`src/rtl/vram_arbiter.sv`:
```
// ---------------------------------------------------------------------------
// vram_arbiter
//
// Time-slot arbiter and sequencer for the single-ported 16-bit VRAM. Three
// requesters share the memory: video fetch (read only), the blitter engine
// and an aux port (font/audio/host). The clock alternates between video
// slots and blit slots. At most one request is granted per clock. The VRAM
// controls are registered one cycle after the grant. Read data comes back on
// a shared rd_data_o, tagged by a per-requester valid pulse, exactly three
// cycles after the ack.
//
// Handshake (all three requesters):
//   A requester raises *_sel_i with wr/addr/data and holds them stable until
//   it sees *_ack_o. *_ack_o is combinational. When it is high in cycle N, the
//   request is consumed at the clock edge that ends cycle N. The requester
//   may present its next request in cycle N+1. No acks are given while
//   reset_i is high.
//
// Timing of one granted access in cycle N:
//   N+1 : vram_sel_o/vram_wr_o/vram_addr_o/vram_data_o show the access
//   N+2 : vram_data_i carries read data and is captured at the end of N+2
//   N+3 : rd_data_o holds the data and the matching *_valid_o is high
//
// Ports:
//   clk, reset_i                 clock, synchronous active-high reset
//   blit_cycle_o                 slot indicator (0 = video slot, 1 = blit slot)
//   vid_sel_i/addr_i             video read request
//   vid_ack_o/vid_valid_o        video accept / read data valid
//   blit_sel_i/wr_i/addr_i/data_i blitter request
//   blit_ack_o/blit_valid_o      blitter accept / read data valid
//   aux_sel_i/wr_i/addr_i/data_i aux request
//   aux_ack_o/aux_valid_o        aux accept / read data valid
//   vram_sel_o/wr_o/addr_o/data_o registered VRAM controls
//   vram_data_i                  VRAM read data (cycle after a read select)
//   rd_data_o                    registered read data, shared by requesters
// ---------------------------------------------------------------------------
module vram_arbiter #(
  parameter bit          VID_SHARE  = 1'b1,
  parameter logic [15:0] CLEAR_DATA = 16'h0000
) (
  input  logic        clk,
  input  logic        reset_i,

  output logic        blit_cycle_o,

  input  logic        vid_sel_i,
  input  logic [15:0] vid_addr_i,
  output logic        vid_ack_o,
  output logic        vid_valid_o,

  input  logic        blit_sel_i,
  input  logic        blit_wr_i,
  input  logic [15:0] blit_addr_i,
  input  logic [15:0] blit_data_i,
  output logic        blit_ack_o,
  output logic        blit_valid_o,

  input  logic        aux_sel_i,
  input  logic        aux_wr_i,
  input  logic [15:0] aux_addr_i,
  input  logic [15:0] aux_data_i,
  output logic        aux_ack_o,
  output logic        aux_valid_o,

  output logic        vram_sel_o,
  output logic        vram_wr_o,
  output logic [15:0] vram_addr_o,
  output logic [15:0] vram_data_o,
  input  logic [15:0] vram_data_i,

  output logic [15:0] rd_data_o
);

  // Requester identity. It is used for the round-robin pointer and for the
  // read-return tags.
  typedef enum logic [1:0] {
    REQ_VID  = 2'd0,
    REQ_BLIT = 2'd1,
    REQ_AUX  = 2'd2
  } req_e;

  // Round-robin memory: which of blit/aux won the last shared grant.
  req_e rr_last;

  // Grant decode for the current cycle.
  logic vid_grant;
  logic blit_grant;
  logic aux_grant;
  logic any_grant;
  logic rd_grant;
  logic shared_slot;
  req_e grant_id;

  // Read-return tag pipeline. Stage 1 covers the VRAM select cycle and
  // stage 2 covers the VRAM data cycle.
  logic t1_valid;
  req_e t1_id;
  logic t2_valid;
  req_e t2_id;

  // -------------------------------------------------------------------------
  // Grant selection
  // -------------------------------------------------------------------------
  always_comb begin
    vid_grant   = 1'b0;
    blit_grant  = 1'b0;
    aux_grant   = 1'b0;
    // Blit/aux may compete in every blit slot. With VID_SHARE set, they may
    // also compete in a video slot that video leaves idle.
    shared_slot = blit_cycle_o || (VID_SHARE && !vid_sel_i);

    if (!reset_i) begin
      if (!blit_cycle_o && vid_sel_i) begin
        vid_grant = 1'b1;
      end else if (shared_slot) begin
        // When blit and aux both request, the one that did not win last
        // time wins now. A lone requester always wins.
        if (blit_sel_i && (!aux_sel_i || rr_last == REQ_AUX)) begin
          blit_grant = 1'b1;
        end else if (aux_sel_i) begin
          aux_grant = 1'b1;
        end
      end
    end
  end

  always_comb begin
    grant_id = REQ_VID;
    if (blit_grant) begin
      grant_id = REQ_BLIT;
    end else if (aux_grant) begin
      grant_id = REQ_AUX;
    end
  end

  assign any_grant = vid_grant | blit_grant | aux_grant;
  // Video accesses are always reads.
  assign rd_grant  = vid_grant
                   | (blit_grant & ~blit_wr_i)
                   | (aux_grant  & ~aux_wr_i);

  assign vid_ack_o  = vid_grant;
  assign blit_ack_o = blit_grant;
  assign aux_ack_o  = aux_grant;

  // -------------------------------------------------------------------------
  // Slot phase and round-robin pointer
  // -------------------------------------------------------------------------
  always_ff @(posedge clk) begin
    if (reset_i) begin
      blit_cycle_o <= 1'b0;
      rr_last      <= REQ_AUX;
    end else begin
      blit_cycle_o <= ~blit_cycle_o;
      if (blit_grant) begin
        rr_last <= REQ_BLIT;
      end else if (aux_grant) begin
        rr_last <= REQ_AUX;
      end
    end
  end

  // -------------------------------------------------------------------------
  // Registered VRAM drive
  // -------------------------------------------------------------------------
  // With no grant, address and data hold their last values. Only select and
  // write enable drop. A video grant has no write data, so vram_data_o keeps
  // its previous value on a video access.
  always_ff @(posedge clk) begin
    if (reset_i) begin
      vram_sel_o  <= 1'b0;
      vram_wr_o   <= 1'b0;
      vram_addr_o <= 16'h0000;
      vram_data_o <= CLEAR_DATA;
    end else begin
      vram_sel_o <= any_grant;
      vram_wr_o  <= (blit_grant & blit_wr_i) | (aux_grant & aux_wr_i);
      if (vid_grant) begin
        vram_addr_o <= vid_addr_i;
      end else if (blit_grant) begin
        vram_addr_o <= blit_addr_i;
        vram_data_o <= blit_data_i;
      end else if (aux_grant) begin
        vram_addr_o <= aux_addr_i;
        vram_data_o <= aux_data_i;
      end
    end
  end

  // -------------------------------------------------------------------------
  // Read return
  // -------------------------------------------------------------------------
  // Each read grant enters the tag pipeline. When the tag reaches stage 2,
  // vram_data_i holds that read's data. At that edge the data is captured
  // and the owner's valid pulse is registered. Reset empties the pipeline,
  // so reads that are in flight produce no valid pulse.
  always_ff @(posedge clk) begin
    if (reset_i) begin
      t1_valid     <= 1'b0;
      t1_id        <= REQ_VID;
      t2_valid     <= 1'b0;
      t2_id        <= REQ_VID;
      rd_data_o    <= 16'h0000;
      vid_valid_o  <= 1'b0;
      blit_valid_o <= 1'b0;
      aux_valid_o  <= 1'b0;
    end else begin
      t1_valid     <= rd_grant;
      t1_id        <= grant_id;
      t2_valid     <= t1_valid;
      t2_id        <= t1_id;
      vid_valid_o  <= t2_valid && (t2_id == REQ_VID);
      blit_valid_o <= t2_valid && (t2_id == REQ_BLIT);
      aux_valid_o  <= t2_valid && (t2_id == REQ_AUX);
      if (t2_valid) begin
        rd_data_o <= vram_data_i;
      end
    end
  end

endmodule

```
`config.mk`:
```
export PLATFORM = sky130hd
export DESIGN_NAME = vram_arbiter
export DESIGN_NICKNAME = d
export VERILOG_FILES = /design/src/rtl/vram_arbiter.sv
export SDC_FILE = /design/constraint.sdc
export NUM_CORES = 1
export LEC_CHECK = 0
export BUFFER_PORTS_ARGS = -buffer_cell sky130_fd_sc_hd__buf_2
export CORE_MARGIN = 2
export CORE_UTILIZATION = 46
export DETAILED_ROUTE_END_ITERATION = 8
export GPL_TIMING_DRIVEN = 0
export PLACE_DENSITY = 0.81
export SLEW_MARGIN = 20
export SYNTH_ARGS = -nofsm -noshare
export SYNTH_HDL_FRONTEND = slang
export SYNTH_SLANG_ARGS = --single-unit
```
`constraint.sdc`:
```
create_clock -name clk -period 2.31 [get_ports clk]
set_input_delay 0.3465 -clock clk [delete_from_list [all_inputs] [get_ports clk]]
set_output_delay 0.3465 -clock clk [all_outputs]
set_load 0.05 [all_outputs]
```
# [After elaboration in Yosys (flattened, before gate mapping)]
# Cells that the tools add are included.
[word_totals] input_bits=103 out_inout_bits=57 ff_bits=62
[op_classes] mux=20 bitwise=13 n_reduce_logical=15 eq_ne=3
[op_table] cell="$mux W16" count=5
[op_table] cell="$mux W1" count=12
[op_table] cell="$mux W2" count=3
[op_table] cell="$logic_and A1 B1 Y1" count=5
[op_table] cell="$or A1 B1 Y1" count=5
[op_table] cell="$and A1 B1 Y1" count=4
[op_table] cell="$eq A2 B2 Y1 const B" count=2
[op_table] cell="$not A1 Y1" count=4
[op_table] cell="$logic_not A1 Y1" count=3
[op_table] cell="$reduce_bool A3 Y1" count=1
[op_table] cell="$eq A2 B1 Y1 const B" count=1
[op_table] cell="$logic_not A2 Y1" count=1
[op_table] cell="$logic_or A1 B1 Y1" count=2
[op_table] cell="$reduce_and A2 Y1" count=1
[op_table] cell="$reduce_bool A2 Y1" count=1
[op_table] cell="$reduce_or A2 Y1" count=1

# [Depth between registers and ports, before layout]
[depth] ltp_word=10 ltp_mapped=7 mapped_depth_nobuf=4

# [Worst setup path after synthesis]
# No wires, ideal clock.
[synth_path] kind="reg-to-output" startpoint="register blit_cycle_o" endpoint="output port blit_ack_o" arrival_time_ns=1.907 path_stages_with_launch=6 slack_ns=0.057 cell_sequence="dfxtp_1 > nand2b_1 > buf_4 > o211ai_4 > buf_2 > nor2_1"
[synth_via] elab_chain_cells=4 elab_cells_between_ends=6
[synth_rtl] element="from (decl)" line_no="44" source="output logic blit_cycle_o,"
[synth_rtl] element="from (signal assigned)" line_no="154" source="blit_cycle_o <= ~blit_cycle_o;"
[synth_rtl] element="$logic_or A1 B1 Y1 or $logic_not A1 Y1 (tied branches)" line_no="110, 113"
[synth_rtl] element="$mux W1 or $logic_and A1 B1 Y1 (tied branches)" line_no="115, 113"
[synth_rtl] element="$mux W1 (*)" line_no="113" source="if (!blit_cycle_o && vid_sel_i) begin"
[synth_rtl] element="$mux W1 (*)" line_no="112" source="if (!reset_i) begin"
[synth_rtl] element="to (decl)" line_no="55" source="output logic blit_ack_o,"
# Every way passes the cells marked *; elsewhere a longest branch is shown, timed or not.

# [Worst setup path after layout]
[layout_path] startpoint="input port reset_i" endpoint="output port aux_ack_o"
[layout_via] elab_chain_cells=1
[layout_rtl] element="from (decl)" line_no="42" source="input logic reset_i,"
[layout_rtl] element="$mux W1" line_no="112"
[layout_rtl] element="to (decl)" line_no="62" source="output logic aux_ack_o,"
# Every way passes these cells.

==> results by group <==
Global route
  – Initial antenna violation count: 0
  – Maximum number of pins on one net before global-route repair: 11
  – Number of global-route vias before repair: 2663
  – GRT Overall Usage: 25.5%
  – Wire length of the first global-routing pass: 12.3 mm
  – GR Overflow Total: 0

Clocking
  – Hold_buf cts: 0
  – Clock tree buffer depth: 2
  – Worst skew pair latency: 0.33 ns
  – # clock sinks: 62
  – CTS buffer count: 9
  – CTS tree: built
  – Clk root buf: clkbuf_8
  – Worst-path clk slew: 0.06 ns
  – Setup bufs post-CTS: 0
  – H-tree levels: 3
  – Post-CTS sizing: 0

Detailed routing
  – Initial drt markers: 131
  – Via count: 2780
  – Vias per inst: 5.20
  – Antenna Nets Post-Route: 0
  – Final wirelength: 7.96 mm
  – Drt pass-1 iters: 6
  – Drt wl/cell: 14.9 um
  – DRC Markers: 0

Die
  – Starting Density: 47.2%
  – IO Pins: 160
  – CORE AREA: 5470 um^2
  – Die ar.: 6240 um^2
  – Rows: 27
  – Die height: 79.0 um
  – Horiz. Die Dim: 79.0 um

Setup path
  – CP endpoint kind: primary output
  – Startpoint Class: input pin
  – Critical path type: in -> out
  – Largest fanout on the critical path: 10
  – Required time of the critical path: 1.96 ns
  – Critical Path AT: 1.84 ns

Logic synthesis
  – Largest cells by area after synthesis: dfxtp_1 48%, nand2_1 7.7%, nor2_1 6.8%
  – Post-synthesis sequential area ratio: 48.0%
  – Cell variety after synth: 33
  – Cell area after synthesis: 2580 um^2
  – Mapped Avg Cell Area: 8.88 um^2
  – Yosys top cell area share: 48.0%
  – Most area-hungry cell type in the Yosys netlist: dfxtp_1
  – Cells after synthesis: 291
  – Ys Warns: 0
  – #FFs+latches synth: 62
  – Post-synthesis net count: 394

Cells and area
  – Antenna Cells: 0
  – # fillers: 482
  – Fraction of layout cells with a size suffix above 1: 41.7%
  – Register Area: 1240 um^2
  – Nets@finish: 562
  – Commonest non-fill, non-tap cells in the layout: 164 x buf_2, 62 x dfxtp_1, 53 x nand2_1, 47 x nor2_1
  – Fin cells: 535
  – Multi-input logic area: 1190 um^2
  – Synthesis-to-layout area growth: 41.7%
  – Most common cell after layout, fill and taps aside: buf_2

Power
  – Leakage: 1.76 nW
  – PwrDens: 783 nW/um^2
  – Peak VDD IR: 0.429 mV

STA
  – Hold Slack: 0.245 ns
  – Max Fclk: 458 MHz
  – Final Slew Violations: 0
  – Max_slew headroom: 63.5%
  – Final Cycle Share: 94.5%
  – Fin Setup TNS: 0 ns
  – Final Hold Fails: 0
  – Setup Skew: 0.00551 ns
  – Final Setup Violations: 0
  – Min Tclk post-route: 2.18 ns
  – RSZ-0062 raised after global routing: false
  – Tightest Pin Transition: 0.547 ns

Hold path
  – HP Class: in -> reg

Placed design
  – Port Buf Inserts: 157
  – Half-perimeter wire length after placement: 6.00 mm
  – Placed insts: 520
  – Gpl congestion: 0.887

Flow run
  – Max_cap viols: 0

Outcome
  – Run status: finished clean
layout make-up:
| cell class | count | area share, % |
|---|---|---|
| Buffer | 24 | 3.93 |
| Clock buffer | 12 | 4.24 |
| Clock inverter | 3 | 1.20 |
| Inverter | 3 | 0.307 |
| Multi-Input combinational cell | 202 | 32.5 |
| Sequential cell | 62 | 33.9 |
| Tap cell | 72 | 2.46 |
| Timing Repair Buffer | 157 | 21.5 |
power breakdown:
part           switching (mW)  leakage, nW  internal, mW
combinational           0.499         1.15         0.228
sequential             0.0389        0.511          1.15
clock                   0.398        0.102         0.552
total                   0.937         1.76          1.93
stage by stage:
stage | cell area (um^2) | total power, mW | util, % | setup slack (ns)
CTS | 3660 | 2.88 | 66.9 | 0.113
global placement | 3460 | 1.92 | 63.2 | 0.107
detailed placement | 3460 | 1.94 | 63.2 | 0.130
global route | 3660 | 2.98 | 66.9 | 0.0295
floorplan | 2580 | 1.71 | - | 0.0566
finish | 3660 | 2.87 | 66.9 | 0.126
Yosys cell counts:
master,count
a221oi_1,6
nor4bb_1,2
buf_6,3
inv_1,2
a311oi_1,16
buf_2,7
dfxtp_1,62
nand2_1,53
nand3b_1,1
o21ai_0,9
a22oi_2,1
a31oi_1,9
mux2i_1,16
clkbuf_1,6
a21oi_1,3
nor2_1,47
a211oi_1,6
o22a_1,1
nor2b_1,5
a22oi_1,6
nand3_1,6
nor3_2,1
and3_1,4
inv_2,1
buf_4,6
nand2b_1,2
o211ai_4,1
o211a_1,1
nor4b_1,1
buf_1,2
o41ai_1,3
a211oi_4,1
a222oi_1,1
critical path, stage by stage:
cell and delay [ns]:
clkbuf_1 0.26, clkbuf_1 0.40, clkbuf_1 0.49, nor2_1 0.10, buf_2 0.23
flip-flops by register name, indices dropped and copies added (netlist names):
signal and cells:
blit_cycle_o 1, vram_wr_o 1, t1_valid 1, t2_valid 1
vram_addr_o 16, t1_id 2, blit_valid_o 1, t2_id 2
rr_last 2, vid_valid_o 1, vram_data_o 16, rd_data_o 16
aux_valid_o 1, vram_sel_o 1
per-layer routing:
layer  part of all wire [%]  GRT usage, %
met1                     43          31.2
met2                     49          43.5
met3                    5.9          4.32
met4                    1.7          12.2
met5                      0             0
cell families after synthesis:
group           synth area share [%]
simple gates                    20.1
compound gates                  19.7
flops                           48.0
buf+inv                         6.00
mux                             6.20
final timing paths:
kind              cells past startpoint  slack (ns)                      endpoint                     from
setup reg to reg                      5        0.68   vram_addr_o[8]$_SDFFE_PP0P_  blit_cycle_o$_SDFF_PP0_
hold / removal                        3        0.24  vram_addr_o[11]$_SDFFE_PP0P_           vid_addr_i[11]
hold reg to reg                       1        0.44       blit_cycle_o$_SDFF_PP0_  blit_cycle_o$_SDFF_PP0_
setup / recovery                      5        0.13                     aux_ack_o                  reset_i
Power figures use the tool's default switching activity.
